File: src/rtl/mem_access_ctrl_if.sv
// Bus between the datapath/mem16 side and the memory access sequencer.
// The master side drives requests and memory read data; the slave side is the sequencer.
interface mem_access_ctrl_if;
  localparam int unsigned DW = 16;

  logic          req;
  logic          rw;
  logic          word;
  logic [DW-1:0] mar;
  logic [DW-1:0] mdr_in;
  logic [DW-1:0] mem_rdata;
  logic [DW-1:0] mem_addr;
  logic [DW-1:0] mem_wdata;
  logic          mem_write_n;
  logic          mem_ir14;
  logic [DW-1:0] rdata;
  logic          ready;
  logic          busy;
  logic          unaligned;

  modport master (
    output req, rw, word, mar, mdr_in, mem_rdata,
    input  mem_addr, mem_wdata, mem_write_n, mem_ir14, rdata, ready, busy, unaligned
  );

  modport slave (
    input  req, rw, word, mar, mdr_in, mem_rdata,
    output mem_addr, mem_wdata, mem_write_n, mem_ir14, rdata, ready, busy, unaligned
  );
endinterface

File: src/rtl/mem_access_ctrl.sv
// Memory access sequencer: latches one request, holds it on the mem16 pins for
// WAIT_CYCLES cycles, returns read data with a one-cycle ready pulse.
module mem_access_ctrl #(
  parameter int unsigned WAIT_CYCLES = 4,
  parameter int unsigned CNT_W       = 4
) (
  input  logic                clk,
  input  logic                reset,
  mem_access_ctrl_if.slave    bus
);
  localparam int unsigned DW = 16;

  typedef enum logic [1:0] {IDLE, FAULT, ACCESS, DONE} state_t;

  state_t            state_q, state_d;
  logic [CNT_W-1:0]  cnt_q, cnt_d;
  logic              rw_q, rw_d;
  logic [DW-1:0]     addr_q, addr_d;
  logic [DW-1:0]     wdata_q, wdata_d;
  logic              ir14_q, ir14_d;
  logic [DW-1:0]     rdata_q, rdata_d;
  logic              write_n_q, write_n_d;
  logic              ready_q, ready_d;
  logic              busy_q, busy_d;
  logic              unaligned_q, unaligned_d;

  // State and output registers
  always_ff @(posedge clk or posedge reset) begin
    if (reset) begin
      state_q     <= IDLE;
      cnt_q       <= '0;
      rw_q        <= 1'b0;
      addr_q      <= '0;
      wdata_q     <= '0;
      ir14_q      <= 1'b1;
      rdata_q     <= '0;
      write_n_q   <= 1'b1;
      ready_q     <= 1'b0;
      busy_q      <= 1'b0;
      unaligned_q <= 1'b0;
    end else begin
      state_q     <= state_d;
      cnt_q       <= cnt_d;
      rw_q        <= rw_d;
      addr_q      <= addr_d;
      wdata_q     <= wdata_d;
      ir14_q      <= ir14_d;
      rdata_q     <= rdata_d;
      write_n_q   <= write_n_d;
      ready_q     <= ready_d;
      busy_q      <= busy_d;
      unaligned_q <= unaligned_d;
    end
  end

  // Next state plus next values of the registered outputs
  always_comb begin
    state_d = state_q;
    cnt_d   = cnt_q;
    rw_d    = rw_q;
    addr_d  = addr_q;
    wdata_d = wdata_q;
    ir14_d  = ir14_q;
    rdata_d = rdata_q;

    case (state_q)
      IDLE: begin
        if (bus.req) begin
          addr_d  = bus.mar;
          wdata_d = bus.mdr_in;
          ir14_d  = bus.word;
          rw_d    = bus.rw;
          if (bus.word && bus.mar[0]) begin
            state_d = FAULT;
          end else begin
            state_d = ACCESS;
            cnt_d   = CNT_W'(WAIT_CYCLES - 1);
          end
        end
      end
      FAULT: state_d = IDLE;
      ACCESS: begin
        if (cnt_q == '0) begin
          state_d = DONE;
          if (!rw_q) rdata_d = bus.mem_rdata;
        end else begin
          cnt_d = cnt_q - CNT_W'(1);
        end
      end
      DONE: state_d = IDLE;
      default: state_d = IDLE;
    endcase

    // Strobe is registered, so it is decoded from the state being entered
    write_n_d   = !((state_d == ACCESS) && (cnt_d == '0) && rw_d);
    ready_d     = (state_d == DONE);
    busy_d      = (state_d != IDLE);
    unaligned_d = (state_d == FAULT);
  end

  assign bus.mem_addr    = addr_q;
  assign bus.mem_wdata   = wdata_q;
  assign bus.mem_write_n = write_n_q;
  assign bus.mem_ir14    = ir14_q;
  assign bus.rdata       = rdata_q;
  assign bus.ready       = ready_q;
  assign bus.busy        = busy_q;
  assign bus.unaligned   = unaligned_q;
endmodule

File: src/flat_wrapper.sv
// flat-port wrapper written by rule: the top's interface ports become plain ports
module mem_access_ctrl_flat 
#(
  parameter int unsigned WAIT_CYCLES = 4,
  parameter int unsigned CNT_W       = 4
)
  (clk, reset, bus_req, bus_rw, bus_word, bus_mar, bus_mdr_in, bus_mem_rdata, bus_mem_addr, bus_mem_wdata, bus_mem_write_n, bus_mem_ir14, bus_rdata, bus_ready, bus_busy, bus_unaligned);
  mem_access_ctrl_if bus_i ();
  input  logic clk;
  input  logic reset;
  input wire logic [$bits(bus_i.req)-1:0] bus_req;
  input wire logic [$bits(bus_i.rw)-1:0] bus_rw;
  input wire logic [$bits(bus_i.word)-1:0] bus_word;
  input wire logic [$bits(bus_i.mar)-1:0] bus_mar;
  input wire logic [$bits(bus_i.mdr_in)-1:0] bus_mdr_in;
  input wire logic [$bits(bus_i.mem_rdata)-1:0] bus_mem_rdata;
  output wire logic [$bits(bus_i.mem_addr)-1:0] bus_mem_addr;
  output wire logic [$bits(bus_i.mem_wdata)-1:0] bus_mem_wdata;
  output wire logic [$bits(bus_i.mem_write_n)-1:0] bus_mem_write_n;
  output wire logic [$bits(bus_i.mem_ir14)-1:0] bus_mem_ir14;
  output wire logic [$bits(bus_i.rdata)-1:0] bus_rdata;
  output wire logic [$bits(bus_i.ready)-1:0] bus_ready;
  output wire logic [$bits(bus_i.busy)-1:0] bus_busy;
  output wire logic [$bits(bus_i.unaligned)-1:0] bus_unaligned;
  assign bus_i.req = bus_req;
  assign bus_i.rw = bus_rw;
  assign bus_i.word = bus_word;
  assign bus_i.mar = bus_mar;
  assign bus_i.mdr_in = bus_mdr_in;
  assign bus_i.mem_rdata = bus_mem_rdata;
  assign bus_mem_addr = bus_i.mem_addr;
  assign bus_mem_wdata = bus_i.mem_wdata;
  assign bus_mem_write_n = bus_i.mem_write_n;
  assign bus_mem_ir14 = bus_i.mem_ir14;
  assign bus_rdata = bus_i.rdata;
  assign bus_ready = bus_i.ready;
  assign bus_busy = bus_i.busy;
  assign bus_unaligned = bus_i.unaligned;
  mem_access_ctrl #(.WAIT_CYCLES(WAIT_CYCLES), .CNT_W(CNT_W)) u_core (.clk(clk), .reset(reset), .bus(bus_i));
endmodule
File: config.mk
export PLATFORM = sky130hd
export DESIGN_NAME = mem_access_ctrl_flat
export DESIGN_NICKNAME = d
export VERILOG_FILES = /design/src/rtl/mem_access_ctrl_if.sv /design/src/rtl/mem_access_ctrl.sv /design/src/flat_wrapper.sv
export SDC_FILE = /design/constraint.sdc
export NUM_CORES = 1
export LEC_CHECK = 0
export ABC_AREA = 0
export BUFFER_PORTS_ARGS = -buffer_cell sky130_fd_sc_hd__buf_2
export CELL_PAD_IN_SITES_DETAIL_PLACEMENT = 0
export CELL_PAD_IN_SITES_GLOBAL_PLACEMENT = 1
export CORE_MARGIN = 8
export CORE_UTILIZATION = 38
export CTS_BUF_LIST = sky130_fd_sc_hd__clkbuf_2 sky130_fd_sc_hd__clkbuf_4 sky130_fd_sc_hd__clkbuf_8
export DETAILED_ROUTE_END_ITERATION = 8
export PLACE_DENSITY = 0.9
export SLEW_MARGIN = 15
export SYNTH_ARGS = -nofsm -noshare
export SYNTH_HDL_FRONTEND = slang
export SYNTH_SLANG_ARGS = --single-unit
File: constraint.sdc
create_clock -name clk -period 2.1 [get_ports clk]
set_input_delay 0.105 -clock clk [delete_from_list [all_inputs] [get_ports clk]]
set_output_delay 0.105 -clock clk [all_outputs]
set_load 0.1 [all_outputs]
Word-level counts from Yosys, hierarchy flattened

Cells that the tools add are included.
Widths: inputs -> output; s select.

Flip-flop bits (word level): 60
Bits of input ports: 53
Output and inout port bits: 53
Word-level logic and storage cells: 40

$add $sub $neg: 1
Eq/ne operators: 6
Mux-type cells: 10
Bitwise operators: 1
Reduce and logical (&&, ||, !) cells: 11

Operators by type and width:

| operator            | count |
|---|---|
| $mux 4              | 3 |
| $eq 2x2->1 const B  | 4 |
| $logic_not 4->1     | 2 |
| $pmux 4 s2          | 1 |
| $mux 2              | 3 |
| $pmux 2 s3          | 1 |
| $eq 2x1->1 const B  | 2 |
| $sub 4x1->4 const B | 1 |
| $logic_and 1x1->1   | 3 |
| $reduce_and 3->1    | 1 |
| $logic_not 2->1     | 1 |
| $mux 1              | 2 |
| $reduce_and 2->1    | 1 |
| $reduce_bool 2->1   | 1 |
| $reduce_or 2->1     | 1 |
| $logic_not 1->1     | 1 |
| $not 1->1           | 1 |

Depth between registers and ports, before layout

Gate-level depths: netlist of the first run.

Word-level depth: 8
Gate-level depth with buffers: 5
Mapped depth without buffers: 5

Worst setup path before layout of the first run

OpenSTA, ideal clock, no wires.

Kind: reg2reg
Start point: reg u_core.state_q[0]
End point: reg u_core.rdata_q[0] (netlist: u_core.bus.rdata[0])
Library setup time: 0.125 ns
Arrival: 1.411 ns
Data required time: 1.975 ns
Setup slack: 0.563 ns
Cell stages (with the launch flop): 5
Buffers on the path: 1
Period minus slack after synthesis: 1.537 ns
Cells stage by stage: dfrtp_1 -> nor4b_4 -> nand3b_4 -> buf_6 -> mux2_4

Word-level cells in the longest chain between the ends: 2

Ends and longest elaborated chain:

| item                       | line                  | text |
|---|---|---|
| start: declaration         | mem_access_ctrl.sv:15 | `state_t state_q, state_d;` |
| start signal: assignment   | mem_access_ctrl.sv:42 | `state_q <= state_d;` |
| $eq 2x2->1                 | mem_access_ctrl.sv:66 | `case (state_q)` |
| $reduce_and 3->1 (no line) | --                    |  |
| end signal: assignment     | mem_access_ctrl.sv:48 | `rdata_q <= rdata_d;` |
| end: declaration           | mem_access_ctrl.sv:21 | `logic [DW-1:0] rdata_q, rdata_d;` |

Every way passes these cells.
A chain may end at the register's enable or synchronous reset.

Worst setup path after layout of the first run

Same ends and word-level chain as after synthesis.

==> results of run 1 <==
==> stage by stage <==
step | setup WS [ps] | utilization [%] | area, um^2
floorplan | 513.6 | - | 2404
global placement | 468.5 | 48.54 | 3029
detailed placement | 411.7 | 48.54 | 3029
CTS | 409.3 | 56.11 | 3502
global route | 349.5 | 56.11 | 3502
finish | 423.9 | 56.11 | 3502
==> routing by layer <==
metal | up-vias | routed length [um] | GRT usage, %
met3 | 12 | 517 | 3.701
met2 | 52 | 3061 | 22.40
met4 | 0 | 115 | 7.426
li1 | 826 | - | -
met5 | - | 0 | 0
met1 | 855 | 2062 | 14.83
==> layout by cell type (no fill, tap or decap), drive strengths merged, types with 3 or more instances in the layout <==
cell type    Yosys  routed
dlygate4sd3      0      27
buf              5     109
nand2            3       3
clkbuf           0      12
o21ai            3       3
dfrtp           58      58
mux2            50      50
nor2             3       3
inv              5       5
==> worst paths after layout <==
| path | start | to | slack [ps] |
|---|---|---|---|
| max | u_core.state_q[0]$_DFF_PP0_ | u_core.bus.rdata[0]$_DFFE_PP0P_ | 420 |
| min | bus_mem_rdata[6] | u_core.bus.rdata[6]$_DFFE_PP0P_ | 10 |
| max reg2reg | u_core.state_q[0]$_DFF_PP0_ | u_core.bus.rdata[0]$_DFFE_PP0P_ | 420 |
| min reg2reg | u_core.bus.rdata[4]$_DFFE_PP0P_ | u_core.bus.rdata[4]$_DFFE_PP0P_ | 500 |
| max in group asynchronous | reset | u_core.bus.rdata[13]$_DFFE_PP0P_ | 1080 |
| min in group asynchronous | reset | u_core.bus.mem_wdata[10]$_DFFE_PP0P_ | 330 |
==> synth_stat cells <==
master	number
or2_2	1
o21a_1	1
ha_1	1
and4bb_2	1
nand2b_1	2
nand2_1	3
nor2b_1	2
and3_1	1
a21bo_2	1
o311ai_0	1
nor3b_1	2
o21ai_0	3
buf_2	4
nand3b_4	1
and2_1	1
dfstp_2	2
mux2_2	40
nand4b_1	1
a21oi_1	2
dfrtp_1	58
nor2_1	3
inv_1	5
nor4b_4	1
a32oi_1	1
buf_6	1
nor4_1	1
nor3_1	1
mux2i_1	1
mux2_4	10
o31a_1	1
==> worst register-to-register path: cells and delay by family (launching register included) <==
kind,cells,cell delay (ps)
flops,1,460
mux,1,390
simple gates,2,720
==> layout make-up <==
| class | count | area (um^2) | area share, % |
|---|---|---|---|
| clock buffer | 12 | 152.6 | 4.359 |
| inverter | 5 | 18.77 | 0.5359 |
| tap | 77 | 96.34 | 2.751 |
| timing repair buffer | 136 | 825.8 | 23.58 |
| sequential | 60 | 1504 | 42.94 |
| multi-input combinational | 83 | 854.6 | 24.40 |
| clock inverter | 4 | 50.05 | 1.429 |
==> cells by family (layout without fill, tap and decap cells) <==
logic type,Yosys count,after routing,synth area share [%]
AND/OR/NAND/NOR,21,21,6.559
multiplexers,51,51,25.40
flip-flops,60,60,62.57
AO/OA/AOI/OAI,10,10,2.863
adder cells (fa/ha/maj),1,1,0.5205
buffers and inverters,10,157,2.082
==> state kept, by name, summed over array words and instances, names as in the netlist <==
register,cells
u_core.bus.rdata,16
u_core.bus.mem_ir14,1
u_core.bus.mem_write_n,1
u_core.bus.ready,1
u_core.bus.mem_addr,16
u_core.bus.busy,1
u_core.state_q,2
u_core.bus.mem_wdata,16
u_core.cnt_q,4
u_core.rw_q,1
u_core.bus.unaligned,1
==> flow_summary.ini, run 1 <==
[worst_hold_path]
hp-class = input port to register
whs_path_depth = 2

[finish]
drive_gt1_share_pct = 61.33
area_delta_synth_final_pct = 45.71
layout.cells.non_filler = 377
fin_nets = 349
antenna_cells = 0
nFillCells = 519

[timing]
fmax_ghz = 0.5966
layout_min_cycle_time_ps = 1676
slew_headroom_pct = 66.40
hold_ws_ps = 11.50
hold_violations = 0
setup_violations = 0
worst_pin_slew_ps = 507.5
rsz0062_at_grt = false
fin_skew_ps = 10.67
slew_viol_final = 0
fin_setup_tns_ps = 0
post-route-period-util_pct = 79.82

[critical_path]
cp.depth = 3
end_kind = register
criticalPathCategory = register to register
critPathSlowestCell = dfrtp_1
critPathBufInv = 0
slowest_delay_ps = 460
worstPathRequired_ps = 2310
reg2regPathDepth = 3
crit_fanout = 16
crit_chain = nor4b_4 > nand3b_4 > mux2_4
cp-start-kind = register
cp.arrival_ps = 1890
cp_top_family = simple AND/OR/NAND/NOR gates

[cts]
clock_latency_ps = 330
cts_buffers = 9
cts_hold_buffers = 27
cts_tree = yes
clock-root-buffer = clkbuf_8
post-cts-setup-buffers = 0
htree_num_levels = 3
clock_sink_count = 60
clockBufferDepth = 2
clk_pin_slew_ps = 70
cts_resized = 0

[detailed_routing]
drc = 0
post_drt_wl_per_cell_um = 15.27
wl_um = 5756
drt.antenna.violating_nets = 0
first_pass_iters = 4
drt_iter0_drc = 40
via_count = 1745
vias_per_cell = 4.629

[floorplan]
io_pins = 106
rows = 29
initial_utilization_pct = 38.51
core_area_um2 = 6241
die_w_um = 95.53
fp.dieH_um = 95.53
die-area_um2 = 9126

[yosys]
yosysTopAreaCell = dfrtp_1
syn_inst = 153
ys_ff_latch = 60
synth_warnings = 0
ys_types = 30
seq_area_frac_synth_pct = 62.57
postSynthAreaPerCell_um2 = 15.71
synth_nets = 207
synth_area_leaders = dfrtp_1 (60%), mux2_2 (19%), mux2_4 (6.2%)
synth_top_area_share_pct = 60.39
syn_area_um2 = 2404

[job]
maxCapViolCount = 0

[placed_design]
dp.cells = 334
place_hpwl_um = 4241
portBuffers = 105
routabilityCongestion = 0.8337

[grt]
grt_pass1_vias = 1825
grt_max_degree = 35
antenna_found_initial = 0
grt-ovfl-total = 0
grt_pass1_wl_um = 9170
grt_use_total_pct = 13.29

[status]
status = finished clean
Power of run 1 is left out: the tool's default activity adds up to more than one toggle a clock period on the data nets, which glitch-free logic cannot reach.
==> run 2: changes to the inputs <==
--- a/config.mk
+++ b/config.mk
@@ -10,10 +10,10 @@
 export CELL_PAD_IN_SITES_DETAIL_PLACEMENT = 0
 export CELL_PAD_IN_SITES_GLOBAL_PLACEMENT = 1
 export CORE_MARGIN = 8
-export CORE_UTILIZATION = 38
+export CORE_UTILIZATION = 34
 export CTS_BUF_LIST = sky130_fd_sc_hd__clkbuf_2 sky130_fd_sc_hd__clkbuf_4 sky130_fd_sc_hd__clkbuf_8
 export DETAILED_ROUTE_END_ITERATION = 8
-export PLACE_DENSITY = 0.9
+export PLACE_DENSITY = 0.86
 export SLEW_MARGIN = 15
 export SYNTH_ARGS = -nofsm -noshare
 export SYNTH_HDL_FRONTEND = slang
==> constraint.sdc (replaced) <==
create_clock -name clk -period 1.47 [get_ports clk]
set_input_delay 0.0735 -clock clk [delete_from_list [all_inputs] [get_ports clk]]
set_output_delay 0.0735 -clock clk [all_outputs]
set_load 0.1 [all_outputs]
==> flow_summary.ini, run 2 (synthesized netlist as in run 1, its figures left out) <==
[detailed_routing]
route.met3.wl_um = 363
wl_um = 6903
drt.antenna.violating_nets = 0
first_pass_iters = 4
vias_per_cell = 4.391
via_count = 1897
post_drt_wl_per_cell_um = 15.98
wirelength_met1_um = 2618
dr.max_layer_used = met4
wl_met2_um = 3853
drc = 0
drt_iter0_drc = 62

[cts]
clock-root-buffer = clkbuf_8
cts_buffers = 9
clk_pin_slew_ps = 70
clock_latency_ps = 330
clock_sink_count = 60
clockBufferDepth = 2
cts_tree = yes
htree_num_levels = 3

[timing]
worst_pin_slew_ps = 510.2
rsz0062_at_grt = true
fin_skew_ps = 7.409
fin_ws_ps = -0.5675
hold_violations = 0
post-route-period-util_pct = 100.0
setup_violations = 1
layout_min_cycle_time_ps = 1471
slew_viol_final = 0
fin_setup_tns_ps = -0.5675
fmax_ghz = 0.6800
slew_headroom_pct = 66.22
hold_ws_ps = 24.11

[critical_path]
cp-start-kind = register
crit_fanout = 16
worstPathRequired_ps = 1680
slowest_delay_ps = 410
criticalPathCategory = register to register
cp.depth = 4
cp_top_family = simple AND/OR/NAND/NOR gates
rrSetupSlack_ps = -0.6
critPathBufInv = 1
critPathSlowestCell = dfrtp_1
reg2regPathDepth = 4
cp.arrival_ps = 1680
crit_chain = nor4b_4 > nand3b_4 > buf_12 > mux2_4
end_kind = register

[grt]
antenna_found_initial = 0
grt_pass1_vias = 2150
grt_pass1_wl_um = 10790
grt_use_total_pct = 13.70
grt-ovfl-total = 0
grt_max_degree = 61

[floorplan]
die_w_um = 100.1
initial_utilization_pct = 35.18
core_area_um2 = 6832
rows = 30
io_pins = 106
die-area_um2 = 10020
fp.dieH_um = 100.1

[status]
violations = negative setup slack
status = finished, violations left

[finish]
nFillCells = 553
drive_gt1_share_pct = 59.52
layout_commonest_cell = buf_2
layout.cells.non_filler = 432
final_cell_mix = buf_2 (105), dfrtp_1 (57), dlygate4sd3_1 (49)
area_delta_synth_final_pct = 67.05
antenna_cells = 0
fin_nets = 385

[placed_design]
routabilityCongestion = 0.7535
portBuffers = 105
place_hpwl_um = 4312
dp.cells = 360

[worst_hold_path]
hp-class = input port to register
whs_path_depth = 3

[job]
maxCapViolCount = 0
-- run 2: final cells by class --
| class | instances | area, um^2 | area share (%) |
|---|---|---|---|
| multi-input cells | 83 | 934.6 | 23.28 |
| flip-flops and latches | 60 | 1505 | 37.49 |
| clock inverters | 7 | 67.56 | 1.683 |
| well taps | 96 | 120.1 | 2.992 |
| repair buffers | 172 | 1241 | 30.91 |
| inverters | 5 | 22.52 | 0.5609 |
| clock buffers | 9 | 123.9 | 3.085 |
-- run 2: worst paths after layout --
check                                                             to                                  from
worst max-delay path                u_core.bus.rdata[11]$_DFFE_PP0P_             u_core.cnt_q[3]$_DFF_PP0_
worst min-delay path                       u_core.bus.busy$_DFF_PP0_                               bus_req
worst max register to register      u_core.bus.rdata[11]$_DFFE_PP0P_             u_core.cnt_q[3]$_DFF_PP0_
worst min register to register  u_core.bus.mem_wdata[14]$_DFFE_PP0P_  u_core.bus.mem_wdata[14]$_DFFE_PP0P_
max in group asynchronous           u_core.bus.mem_write_n$_DFF_PP1_                                 reset
min in group asynchronous        u_core.bus.mem_addr[11]$_DFFE_PP0P_                                 reset
-- run 2: worst register-to-register path: stages (launching register included) --
cell and delay (ps):
dfrtp_1 410, nor4b_4 370, nand3b_4 110, buf_12 170
mux2_4 300
-- run 2: metrics by stage --
step                cell area (um^2)  util, %  setup slack [ps]
floorplan                       2415        -            -40.91
global placement                3134    45.88             13.73
detailed placement              3134    45.88            -42.79
CTS                             3891    56.96            -35.15
global route                    4015    58.77            -58.02
finish                          4015    58.77           -0.5675
-- run 2: layer usage --
metal | global-route usage [%] | vias up
met3 | 3.875 | 6
met1 | 13.83 | 941
met5 | 0 | -
met2 | 25.81 | 53
li1 | - | 897
met4 | 5.349 | 0
-- run 2: repair_timing --
item                       CTS  global route
setup endpoints to repair   37            43
buffers inserted             5             0
gates resized for setup      7            23
pin swaps                    1             1
hold buffers                49             0
cloned                       0             2
hold endpoints to repair   106             0
Power of run 2 is left out for the same reason.
==> run 3: changes to the inputs <==
--- a/config.mk
+++ b/config.mk
@@ -9,6 +9,7 @@
 export BUFFER_PORTS_ARGS = -buffer_cell sky130_fd_sc_hd__buf_2
 export CELL_PAD_IN_SITES_DETAIL_PLACEMENT = 0
 export CELL_PAD_IN_SITES_GLOBAL_PLACEMENT = 1
+export CORE_ASPECT_RATIO = 2
 export CORE_MARGIN = 8
 export CORE_UTILIZATION = 34
 export CTS_BUF_LIST = sky130_fd_sc_hd__clkbuf_2 sky130_fd_sc_hd__clkbuf_4 sky130_fd_sc_hd__clkbuf_8
==> flow_summary.ini, run 3 (synthesized netlist as in run 1, its figures left out) <==
[status]
status = finished clean

[critical_path]
regToRegEndpoint = u_core.bus.rdata[11]$_DFFE_PP0P_
slowest_delay_ps = 400
critPathSlowestCell = dfrtp_1
criticalPathCategory = register to register
crit_chain = nor4b_4 > nand3b_4 > buf_12 > mux2_4
cp-start-kind = register
crit_fanout = 16
reg2reg_from = u_core.cnt_q[3]$_DFF_PP0_
cp.arrival_ps = 1690
cp_top_family = simple AND/OR/NAND/NOR gates
end_kind = register
critPathBufInv = 1
reg2regPathDepth = 4
critPathCapture = u_core.bus.rdata[11]$_DFFE_PP0P_
worstPathRequired_ps = 1700
cp.depth = 4
startpoint = u_core.cnt_q[3]$_DFF_PP0_
rrSetupSlack_ps = 9

[timing]
slew_headroom_pct = 66.15
setup_violations = 0
fin_ws_ps = 8.983
fin_setup_tns_ps = 0
rsz0062_at_grt = true
fin_skew_ps = 6.826
hold_violations = 0
fmax_ghz = 0.6845
post-route-period-util_pct = 99.39
layout_min_cycle_time_ps = 1461
slew_viol_final = 0
worst_pin_slew_ps = 511.2

[placed_design]
dpl_worst_slack_ps = -126.3
portBuffers = 105
place_area_um2 = 3134
place_hpwl_um = 4649
routabilityCongestion = 0.7661

[cts]
clock_latency_ps = 340
htree_num_levels = 3
clk_pin_slew_ps = 60
clockBufferDepth = 2
clock_sink_count = 60
cts_buffers = 9
clock-root-buffer = clkbuf_8
cts_tree = yes

[grt]
grt_pass1_vias = 2180
grt_max_degree = 61
antenna_found_initial = 0
grt_use_total_pct = 14.31
grt_pass1_wl_um = 10670
grt-ovfl-total = 0

[detailed_routing]
via_count = 1885
wl_um = 6779
drt_iter0_drc = 92
drt.antenna.violating_nets = 0
first_pass_iters = 3
vias_per_cell = 4.456
post_drt_wl_per_cell_um = 16.03
drc = 0

[finish]
drive_gt1_share_pct = 58.26
post-route-util_pct = 55.94
fin_nets = 383
final_cell_mix = buf_2 (105), dfrtp_1 (57), dlygate4sd3_1 (52)
final_area_um2 = 3852
antenna_cells = 0
area_delta_synth_final_pct = 60.28
layout_commonest_cell = buf_2
nFillCells = 595

[floorplan]
die_w_um = 75.45
fp.dieH_um = 134.9
rows = 43
core_area_um2 = 6887
initial_utilization_pct = 34.90
die-area_um2 = 10180
io_pins = 106

[job]
maxCapViolCount = 0

[worst_hold_path]
hp-class = input port to asynchronous set/reset pin
==> run 3: cell count changes in the layout (fill, tap and decap cells not counted), moves of 3 or more <==
cell	delta
buf_6	-3
mux2_4	-19
mux2_2	+19
clkinvlp_4	-3
dlygate4sd3_1	+3
==> run 3: tightest hold or removal path, delay by kind of cell <==
family	cells	cell delay [ps]
buffers and inverters	4	1030
==> run 3: how the worst min path moves through the flow <==
stage,start,end,slack [ps],cells after the start
4_1_cts,reset,u_core.bus.rdata[15]$_DFFE_PP0P_,370,4
3_3_place_gp,reset,u_core.bus.rdata[0]$_DFFE_PP0P_,180,3
5_1_grt,reset,u_core.bus.rdata[10]$_DFFE_PP0P_,390,4
2_1_floorplan,reset,u_core.bus.busy$_DFF_PP0_,180,1
6_report,reset,u_core.bus.rdata[15]$_DFFE_PP0P_,370,4
3_5_place_dp,reset,u_core.bus.rdata[15]$_DFFE_PP0P_,190,3
==> run 3: layout make-up <==
type | count | area, um^2 | area share, %
repair buffers | 170 | 1172 | 30.43
inverters | 5 | 22.52 | 0.5846
flip-flops and latches | 60 | 1505 | 39.07
clock inverters | 2 | 10.01 | 0.2598
well taps | 90 | 112.6 | 2.923
multi-input cells | 83 | 863.3 | 22.41
clock buffers | 13 | 166.4 | 4.320
==> run 3: what timing repair did <==
action / in CTS / in global routing
pin swaps: 1 / 0
hold buffers: 52 / 0
setup endpoints to repair: 49 / 49
gates resized for setup: 3 / 1
endpoints found under the hold margin: 109 / 0
setup buffers: 1 / 0
==> run 3: per-stage QoR <==
step	cells	hold WS [ps]
2_1_floorplan	153	178.7
4_1_cts	423	368.9
3_3_place_gp	355	179.1
3_5_place_dp	355	188.7
6_report	423	373.9
5_1_grt	423	393.0
==> run 3: layer usage <==
| layer | track usage [%] | wire [um] | vias to the layer above |
|---|---|---|---|
| met3 | 4.532 | 409 | 21 |
| met4 | 9.591 | 276 | 0 |
| met5 | 0 | 0 | - |
| met1 | 12.17 | 2097 | 922 |
| li1 | - | - | 887 |
| met2 | 26.24 | 3996 | 55 |
Power of run 3 is left out for the same reason.
